--- config.mk ---
export PLATFORM = sky130hd
export DESIGN_NAME = md5_cmd_sequencer
export DESIGN_NICKNAME = d
export VERILOG_FILES = /design/src/rtl/md5_cmd_sequencer.sv
export SDC_FILE = /design/constraint.sdc
export NUM_CORES = 1
export LEC_CHECK = 0
export BUFFER_PORTS_ARGS = -buffer_cell sky130_fd_sc_hd__buf_2
export CELL_PAD_IN_SITES_DETAIL_PLACEMENT = 1
export CELL_PAD_IN_SITES_GLOBAL_PLACEMENT = 1
export CORE_MARGIN = 5
export CORE_UTILIZATION = 40
export DETAILED_ROUTE_END_ITERATION = 16
export GPL_TIMING_DRIVEN = 0
export PLACE_DENSITY_LB_ADDON = 0.1
export SLEW_MARGIN = 20
export SYNTH_ARGS = -nofsm -noshare
export SYNTH_HDL_FRONTEND = slang
export SYNTH_SLANG_ARGS = --single-unit
--- constraint.sdc ---
create_clock -name i_clk -period 3.7 [get_ports i_clk]
set_input_delay 0.185 -clock i_clk [delete_from_list [all_inputs] [get_ports i_clk]]
set_output_delay 0.185 -clock i_clk [all_outputs]
set_load 0.05 [all_outputs]
--- src/rtl/md5_cmd_sequencer.sv ---
// Command initiator for the MD5 brute-force core: programs one crack job over the
// strobe/word link, polls the attempt counter and reports match, exhaustion or a bad acknowledge.
module md5_cmd_sequencer #(
  parameter int unsigned STROBE_CYCLES = 4,
  parameter int unsigned GAP_CYCLES    = 4,
  parameter int unsigned POLL_INTERVAL = 1024,
  parameter int unsigned MAX_POLLS     = 65535
) (
  input  logic         i_clk,
  input  logic         i_reset,
  input  logic         i_job_valid,
  output logic         o_job_ready,
  input  logic [127:0] i_job_hash,
  input  logic [7:0]   i_job_min,
  input  logic [7:0]   i_job_max,
  input  logic         i_abort,
  output logic [31:0]  o_cmd_data,
  output logic         o_cmd_strobe,
  input  logic [31:0]  i_rsp_data,
  input  logic         i_has_matched,
  input  logic [127:0] i_match_text,
  output logic         o_done,
  output logic         o_matched,
  output logic         o_error,
  output logic [127:0] o_result_text,
  output logic [63:0]  o_attempts
);

  localparam logic [31:0] C_RESET     = 32'h5230_0000;
  localparam logic [31:0] C_POLL_LO   = 32'h5230_3000;
  localparam logic [31:0] C_POLL_HI   = 32'h5230_3001;
  localparam logic [31:0] L_STROBE_LAST = 32'(STROBE_CYCLES - 1);
  localparam logic [31:0] L_GAP_LAST    = 32'(GAP_CYCLES - 1);
  localparam logic [31:0] L_POLL_LAST   = 32'(POLL_INTERVAL - 1);
  localparam logic [31:0] L_MAX_POLLS   = 32'(MAX_POLLS);

  typedef enum logic [2:0] {S_IDLE, S_LOAD, S_SEND, S_GAP, S_CHECK, S_RUN, S_DONE} state_t;
  typedef enum logic [1:0] {P_PROG, P_POLL_LO, P_POLL_HI, P_FINAL} phase_t;

  state_t        r_state, w_stateNext;
  phase_t        r_phase, w_phaseNext;
  logic [3:0]    r_step, w_stepNext;
  logic [31:0]   r_cnt, w_cntNext;
  logic [31:0]   r_polls, w_pollsNext;
  logic [31:0]   r_cmdData, w_cmdDataNext;
  logic          r_errFlag, w_errNext;
  logic          r_matchFlag, w_matchNext;
  logic [127:0]  r_textCap, w_textNext;
  logic [63:0]   r_attempts, w_attemptsNext;
  logic [31:0]   r_lowWord, w_lowNext;
  logic [127:0]  r_hash;
  logic [7:0]    r_min, r_max;
  logic          r_cmdStrobe, r_jobReady, r_done, r_matched, r_error;
  logic [127:0]  r_resultText;
  logic          w_accept, w_lastPoll, w_abortNow;

  function automatic logic [31:0] f_progWord(input logic [3:0] step, input logic [127:0] hash,
                                             input logic [7:0] lo, input logic [7:0] hi);
    case (step)
      4'd0:    f_progWord = C_RESET;
      4'd1:    f_progWord = 32'h5230_1000;
      4'd2:    f_progWord = hash[127:96];
      4'd3:    f_progWord = 32'h5230_1001;
      4'd4:    f_progWord = hash[95:64];
      4'd5:    f_progWord = 32'h5230_1002;
      4'd6:    f_progWord = hash[63:32];
      4'd7:    f_progWord = 32'h5230_1003;
      4'd8:    f_progWord = hash[31:0];
      4'd9:    f_progWord = 32'h5230_2000;
      4'd10:   f_progWord = {16'h0000, hi, lo};
      default: f_progWord = 32'h5230_0001;
    endcase
  endfunction

  function automatic logic [31:0] f_progAck(input logic [3:0] step);
    case (step)
      4'd0:    f_progAck = 32'hFFFF_FFFF;
      4'd2:    f_progAck = 32'h00FF_00FF;
      4'd4:    f_progAck = 32'hFF00_FF00;
      4'd6:    f_progAck = 32'hFFFF_0000;
      4'd8:    f_progAck = 32'h0000_FFFF;
      4'd10:   f_progAck = 32'hAAAA_AAAA;
      4'd11:   f_progAck = 32'h5555_5555;
      default: f_progAck = 32'h0000_0000;
    endcase
  endfunction

  assign w_lastPoll = (L_MAX_POLLS != 32'd0) && ((r_polls + 32'd1) >= L_MAX_POLLS);
  assign w_abortNow = i_abort && (r_state != S_IDLE) && (r_state != S_DONE) && (r_phase != P_FINAL);

  // Every path out of a job funnels through one final reset word (phase P_FINAL) before DONE.
  always_comb begin
    w_stateNext    = r_state;
    w_phaseNext    = r_phase;
    w_stepNext     = r_step;
    w_cntNext      = r_cnt;
    w_pollsNext    = r_polls;
    w_cmdDataNext  = r_cmdData;
    w_errNext      = r_errFlag;
    w_matchNext    = r_matchFlag;
    w_textNext     = r_textCap;
    w_attemptsNext = r_attempts;
    w_lowNext      = r_lowWord;
    w_accept       = 1'b0;
    case (r_state)
      S_IDLE: begin
        if (i_job_valid) begin
          w_accept      = 1'b1;
          w_phaseNext   = P_PROG;
          w_stepNext    = 4'd0;
          w_cmdDataNext = C_RESET;
          w_errNext     = 1'b0;
          w_matchNext   = 1'b0;
          w_stateNext   = S_LOAD;
        end
      end
      S_LOAD: begin
        w_cntNext   = 32'd0;
        w_stateNext = S_SEND;
      end
      S_SEND: begin
        if (r_cnt == L_STROBE_LAST) begin
          w_cntNext   = 32'd0;
          w_stateNext = S_GAP;
        end else begin
          w_cntNext = r_cnt + 32'd1;
        end
      end
      S_GAP: begin
        if (r_cnt == L_GAP_LAST) w_stateNext = S_CHECK;
        else w_cntNext = r_cnt + 32'd1;
      end
      S_CHECK: begin
        case (r_phase)
          P_PROG: begin
            if (i_rsp_data != f_progAck(r_step)) begin
              w_errNext = 1'b1;
              w_phaseNext = P_FINAL; w_cmdDataNext = C_RESET; w_stateNext = S_LOAD;
            end else if (i_has_matched) begin
              w_matchNext = 1'b1;
              w_textNext  = i_match_text;
              w_phaseNext = P_FINAL; w_cmdDataNext = C_RESET; w_stateNext = S_LOAD;
            end else if (r_step == 4'd11) begin
              w_cntNext   = 32'd0;
              w_pollsNext = 32'd0;
              w_stateNext = S_RUN;
            end else begin
              w_stepNext    = r_step + 4'd1;
              w_cmdDataNext = f_progWord(r_step + 4'd1, r_hash, r_min, r_max);
              w_stateNext   = S_LOAD;
            end
          end
          P_POLL_LO: begin
            w_lowNext = i_rsp_data;
            if (i_has_matched) begin
              w_matchNext = 1'b1;
              w_textNext  = i_match_text;
              w_phaseNext = P_FINAL; w_cmdDataNext = C_RESET; w_stateNext = S_LOAD;
            end else begin
              w_phaseNext = P_POLL_HI; w_cmdDataNext = C_POLL_HI; w_stateNext = S_LOAD;
            end
          end
          P_POLL_HI: begin
            w_attemptsNext = {i_rsp_data, r_lowWord};
            w_pollsNext    = r_polls + 32'd1;
            if (i_has_matched) begin
              w_matchNext = 1'b1;
              w_textNext  = i_match_text;
              w_phaseNext = P_FINAL; w_cmdDataNext = C_RESET; w_stateNext = S_LOAD;
            end else if (w_lastPoll) begin
              w_phaseNext = P_FINAL; w_cmdDataNext = C_RESET; w_stateNext = S_LOAD;
            end else begin
              w_cntNext   = 32'd0;
              w_stateNext = S_RUN;
            end
          end
          default: w_stateNext = S_DONE;
        endcase
      end
      S_RUN: begin
        if (i_has_matched) begin
          w_matchNext = 1'b1;
          w_textNext  = i_match_text;
          w_phaseNext = P_FINAL; w_cmdDataNext = C_RESET; w_stateNext = S_LOAD;
        end else if (r_cnt == L_POLL_LAST) begin
          w_phaseNext = P_POLL_LO; w_cmdDataNext = C_POLL_LO; w_stateNext = S_LOAD;
        end else begin
          w_cntNext = r_cnt + 32'd1;
        end
      end
      S_DONE:  w_stateNext = S_IDLE;
      default: w_stateNext = S_IDLE;
    endcase
    if (w_abortNow) begin
      w_errNext     = 1'b0;
      w_matchNext   = 1'b0;
      w_phaseNext   = P_FINAL;
      w_cmdDataNext = C_RESET;
      w_stateNext   = S_LOAD;
    end
  end

  // Strobe, ready and done are registered decodes of the next state so they never glitch.
  always_ff @(posedge i_clk) begin
    if (i_reset) begin
      r_state      <= S_IDLE;
      r_phase      <= P_PROG;
      r_step       <= 4'd0;
      r_cnt        <= 32'd0;
      r_polls      <= 32'd0;
      r_cmdData    <= 32'd0;
      r_errFlag    <= 1'b0;
      r_matchFlag  <= 1'b0;
      r_textCap    <= 128'd0;
      r_attempts   <= 64'd0;
      r_lowWord    <= 32'd0;
      r_hash       <= 128'd0;
      r_min        <= 8'd0;
      r_max        <= 8'd0;
      r_cmdStrobe  <= 1'b0;
      r_jobReady   <= 1'b1;
      r_done       <= 1'b0;
      r_matched    <= 1'b0;
      r_error      <= 1'b0;
      r_resultText <= 128'd0;
    end else begin
      r_state     <= w_stateNext;
      r_phase     <= w_phaseNext;
      r_step      <= w_stepNext;
      r_cnt       <= w_cntNext;
      r_polls     <= w_pollsNext;
      r_cmdData   <= w_cmdDataNext;
      r_errFlag   <= w_errNext;
      r_matchFlag <= w_matchNext;
      r_textCap   <= w_textNext;
      r_attempts  <= w_attemptsNext;
      r_lowWord   <= w_lowNext;
      r_cmdStrobe <= (w_stateNext == S_SEND);
      r_jobReady  <= (w_stateNext == S_IDLE);
      r_done      <= (w_stateNext == S_DONE);
      if (w_accept) begin
        r_hash       <= i_job_hash;
        r_min        <= i_job_min;
        r_max        <= i_job_max;
        r_matched    <= 1'b0;
        r_error      <= 1'b0;
        r_resultText <= 128'd0;
      end
      if (w_stateNext == S_DONE) begin
        r_matched    <= r_matchFlag;
        r_error      <= r_errFlag;
        r_resultText <= r_matchFlag ? r_textCap : 128'd0;
      end
    end
  end

  assign o_job_ready   = r_jobReady;
  assign o_cmd_data    = r_cmdData;
  assign o_cmd_strobe  = r_cmdStrobe;
  assign o_done        = r_done;
  assign o_matched     = r_matched;
  assign o_error       = r_error;
  assign o_result_text = r_resultText;
  assign o_attempts    = r_attempts;

endmodule

# == Yosys cells after proc, flatten, opt, wreduce, memory -nomap -nowiden ==
# Index checks and enable logic that the tools add are counted.
# totals
regBits,608
out_inout_bits,229
# classes
n_addsub,3
order_cmp,1
n_eq_ne,59
n_mux,78
n_reduce_logical,29
# ops
op,count
2-to-1 mux 128 bit,5
2-to-1 mux 32 bit,19
case mux 128 bit (2 select lines),2
case mux 32 bit (11 select lines),1
case mux 32 bit (7 select lines),1
case mux 32 bit (3 select lines),2
case mux 32 bit (5 select lines),1
case mux 32 bit (2 select lines),2
"adder 32 x 1 -> 32 bit, second input constant",2
2-to-1 mux 3 bit,11
"== test 32 x 10 -> 1 bit, second input constant",1
"== test 32 x 2 -> 1 bit, second input constant",1
">= comparator 32 x 16 -> 1 bit, second input constant",1
!= test 32 bit,1
2-to-1 mux 31 bit,1
"== test 4 x 3 -> 1 bit, second input constant",6
"== test 4 bit, second input constant",6
"!= test 2 bit, second input constant",12
"!= test 3 bit, second input constant",8
AND reduction 6 bit,4
2-to-1 mux 4 bit,5
case mux 3 bit (6 select lines),1
2-to-1 mux 2 bit,8
"!= test 5 bit, second input constant",3
35 further kinds,66

# == Depth between registers and ports, before layout ==
# logic_depth
word_depth,11
mapped_depth,13
depth_no_buf,10

# == Worst setup path after synthesis ==
# No wires, ideal clock.
# synth_timing
kind,register to register
startpoint,register r_step[0]
endpoint,"register r_cmdData[20], in the netlist o_cmd_data[20]"
arrival_time_ns,3.058
required_ns,3.566
setup_slack_ns,0.508
stages_incl_launch_ff,14
path_buffers,3
period_less_slack_ns,3.192
cell_sequence,dfxtp_1 inv_1 ha_1 buf_2 a21oi_1 o21a_1 o22ai_1 or4_4 or2_1 buf_2 o41a_1 buf_2 a211oi_1 a211oi_1
# synth_via
elab_chain_cells,9
# synth_lines
item,line_no,text
from (decl),42,"logic [3:0] r_step, w_stepNext;"
from (signal assigned),229,r_step <= w_stepNext;
adder 4 x 1 -> 4 bit (tied with other cells),149,"w_cmdDataNext = f_progWord(r_step + 4'd1, r_hash, r_min, r_max);"
== test 4 bit (tied with other cells),59,case (step)
case mux 32 bit (11 select lines) / 2-to-1 mux 32 bit (equally long branches),"59, 134",
"2-to-1 mux 32 bit, on equally long branches","143, 105",
2-to-1 mux 32 bit / != test 32 bit (equally long branches),"139, 136",
2-to-1 mux 32 bit,136,if (i_rsp_data != f_progAck(r_step)) begin
case mux 32 bit (3 select lines),134,case (r_phase)
case mux 32 bit (3 select lines),105,case (r_state)
2-to-1 mux 31 bit,194,if (w_abortNow) begin
to (signal assigned),232,r_cmdData <= w_cmdDataNext;
to (decl),45,"logic [31:0] r_cmdData, w_cmdDataNext;"
# Parallel ways exist; a longest one is shown, timed or not. The select of a mux whose other input is x is not followed.
# A chain may end at the register's enable or synchronous reset.

# == Worst setup path in the final report ==
# layout_timing
startpoint,register r_step[0]
endpoint,"register r_cmdData[28], in the netlist o_cmd_data[28]"
# The elaborated chain is that of the path after synthesis.

==> metrics.cfg <==
[run_status]
status = finished, final reports clean

[synth]
synthXorXnorAreaFrac_pct = 0.459
syn_nets = 3412
synth.area.mux_share_pct = 0.611
syn_area_um2 = 24800
synth_simple_gate_area_share_pct = 23.5
seq_area_frac_synth_pct = 49.1
synthAdderAreaFrac_pct = 0.606
synth-edff-count = 0
syn_area_per_cell_um2 = 8.02
synth_ff_type = dfxtp_1
synthArstFlopShare_pct = 0
yosys_warnings = 0
synth_top_family_by_area = simple AND/OR/NAND/NOR gates
synth_cells = 3091
synth_seq_cells = 608
synth-compound-area-share_pct = 21.4
synth.distinct_cells = 79

[route]
drtIter0Drc = 2310
drc = 0
avgRoutedWirePerCell_um = 24.0
wl_um = 118000
via_per_inst = 5.73
drtAntennaViolNets = 0
vias = 28200
first_pass_iters = 7

[finish]
fin_cells = 4920
seq_area_um2 = 12200
area_growth_pct = 37.7
drive_above_1_share_pct = 19.0
final_area_um2 = 34100
n_fill_cell = 7537
final_nets = 4337
multiInputGateArea_um2 = 11700

[critical_path]
worst_ep_arrival_time_ns = 4.00
crit_path_start = r_step[0]
rr_startpoint = r_step[0]
cp_data_required_time_ns = 4.15
crit_fanout = 10
critPathKind = register to register
worstRegToRegCells = 13
ff2ff_setup_slack_ns = 0.15
critPathCapture = o_cmd_data[28]
r2r-end = o_cmd_data[28]
start_kind = register
cp-end-kind = register

[sta]
period_share_pct = 96.0
fin_setup_tns_ns = 0
fin_worst_skew_ns = 0.0309
holdWs_ns = 0.120
worstMarginPinSlew_ns = 1.13
setup_viol = 0
slew_violations = 0
maxSlewHeadroom_pct = 23.3
fmax_mhz = 282
finalCriticalPeriod_ns = 3.55
hold_viol_final = 0

[place]
dp_cells = 4465
gp_congestion = 0.906
dpl_cell_area_um2 = 28500
place_hpwl_um = 78800
io_buffer_count = 537

[pwr]
cellPowerDensity_nw_per_um2 = 449
p_leak_nw = 13.0
ir_drop_mv = 0.282

[global_routing]
grt_pass1_vias = 29600
gr-total-overflow = 0
grt_usage_pct = 33.3
grt_max_degree = 14
grt_pass1_wl_um = 176000
antenna_found_initial = 20

[floorplan]
dieArea_um2 = 67100
die_w_um = 259
fp.dieH_um = 259
rows = 91
io_pins = 538
initial_core_util_pct = 40.2
core_region_area_um2 = 61600

[clock_tree]
path_clk_slew_ns = 0.06
h-tree-depth = 3
clockBufferDepth = 3
cts_root_buffer = clkbuf_16
cts_buffers = 68
insertion_delay_ns = 0.62
cts_tree = yes
clock-sinks = 608

[run]
maxCapViolCount = 0

[hold_path]
hp-class = input pin to register

[cells by family after synthesis]
kind of cell | after synthesis
xor gates and xnor gates | 13
adders and majority gates | 12
and+or+nand+nor | 1304
muxes | 15
AOI/OAI and AO/OA | 866
DFF | 608
buffers and inverters | 273
[per-stage QoR]
step	setup slack [ns]	utilization [%]	power [W]
after floorplan	0.508	-	0.00759
after global placement	-0.738	46.3	0.00815
after detailed placement	-0.819	46.3	0.00820
after CTS	0.0278	55.1	0.0153
after global routing	-0.00569	55.4	0.0158
final	0.149	55.4	0.0153
[flip-flops by register name, indices dropped and copies added (netlist names), 2 cells and up]
name,cells
o_result_text,128
r_hash,128
r_textCap,128
o_attempts,64
o_cmd_data,32
r_cnt,32
r_lowWord,32
r_polls,32
r_max,8
r_min,8
r_step,4
r_state,3
r_phase,2
[power by group]
part	total [W]	internal (W)	switching (W)	leakage (nW)
Clock	0.00689	0.00396	0.00293	1.10
Combinational	0.00162	0.000584	0.00103	6.97
Sequential	0.00682	0.00671	0.000113	4.92
Total	0.0153	0.0113	0.00407	13.0
[cell usage after synthesis (26+ instances only)]
cell | n | area, um2
nand2_1 | 802 | 3010
dfxtp_1 | 608 | 12200
a21oi_1 | 474 | 2370
clkbuf_1 | 205 | 769
nor2_1 | 179 | 672
a22oi_1 | 145 | 1090
o21ai_0 | 76 | 380
nand3_1 | 72 | 360
or4_1 | 44 | 330
nand2b_1 | 29 | 181
nand4_1 | 28 | 175
buf_2 | 27 | 135
a222oi_1 | 26 | 260
[layout make-up]
class	instances	area share, %
diodes	16	0.117
clock buffers	98	5.82
inverters	19	0.209
flip-flops and latches	608	35.7
well taps	837	3.07
multi-input cells	2210	34.2
repair buffers	856	17.2
plain buffers	253	3.10
clock inverters	23	0.671
[repair_timing]
action | CTS | global route
setup endpoints to repair | 227 | 219
buffers inserted | 10 | 5
resized for setup | 14 | 61
pin swaps | 5 | 4
hold buffers | 304 | 0
hold endpoints to repair | 336 | 0
[routing by layer]
layer	global-route usage, %	part of all wire (%)	vias to the layer above
met5	0	0.065	-
met4	20.4	7.0	12
met3	6.54	6.9	462
met2	55.5	47	1229
met1	39.7	39	13900
li1	-	-	12700
[worst max-delay path, stage by stage (launching register included)]
cell      delay [ns]
dfxtp_2         0.39
inv_2           0.08
ha_2            0.21
buf_4           0.18
a21oi_2         0.21
o21a_1          0.14
o22ai_1         0.07
or4_4           0.59
or2_1           0.26
buf_2           0.18
o41a_1          0.49
clkbuf_4        0.23
a211oi_1        0.29
a211oi_1        0.08
[worst min path at each step]
| stage | end | startpoint | cells after the start |
|---|---|---|---|
| finish | r_phase[1] | i_abort | 3 |
| floorplan | r_hash[0] | i_job_hash[0] | 2 |
| detailed placement | r_textCap[98] | i_match_text[98] | 3 |
| global placement | r_textCap[4] | i_match_text[4] | 3 |
| CTS | r_phase[1] | i_abort | 3 |
| global route | r_phase[1] | i_abort | 3 |
[placed cells by master, fill, tap and decap left out, types with 23 or more instances in the layout]
| master | n |
|---|---|
| nand2_1 | 802 |
| dfxtp_1 | 606 |
| buf_2 | 560 |
| a21oi_1 | 471 |
| dlygate4sd3_1 | 304 |
| clkbuf_1 | 199 |
| nor2_1 | 178 |
| a22oi_1 | 145 |
| o21ai_0 | 76 |
| nand3_1 | 70 |
| clkbuf_16 | 70 |
| or4_1 | 44 |
| nand2b_1 | 29 |
| nand4_1 | 28 |
| a222oi_1 | 26 |
| o31ai_1 | 23 |
(Power assumes the default switching activity.)
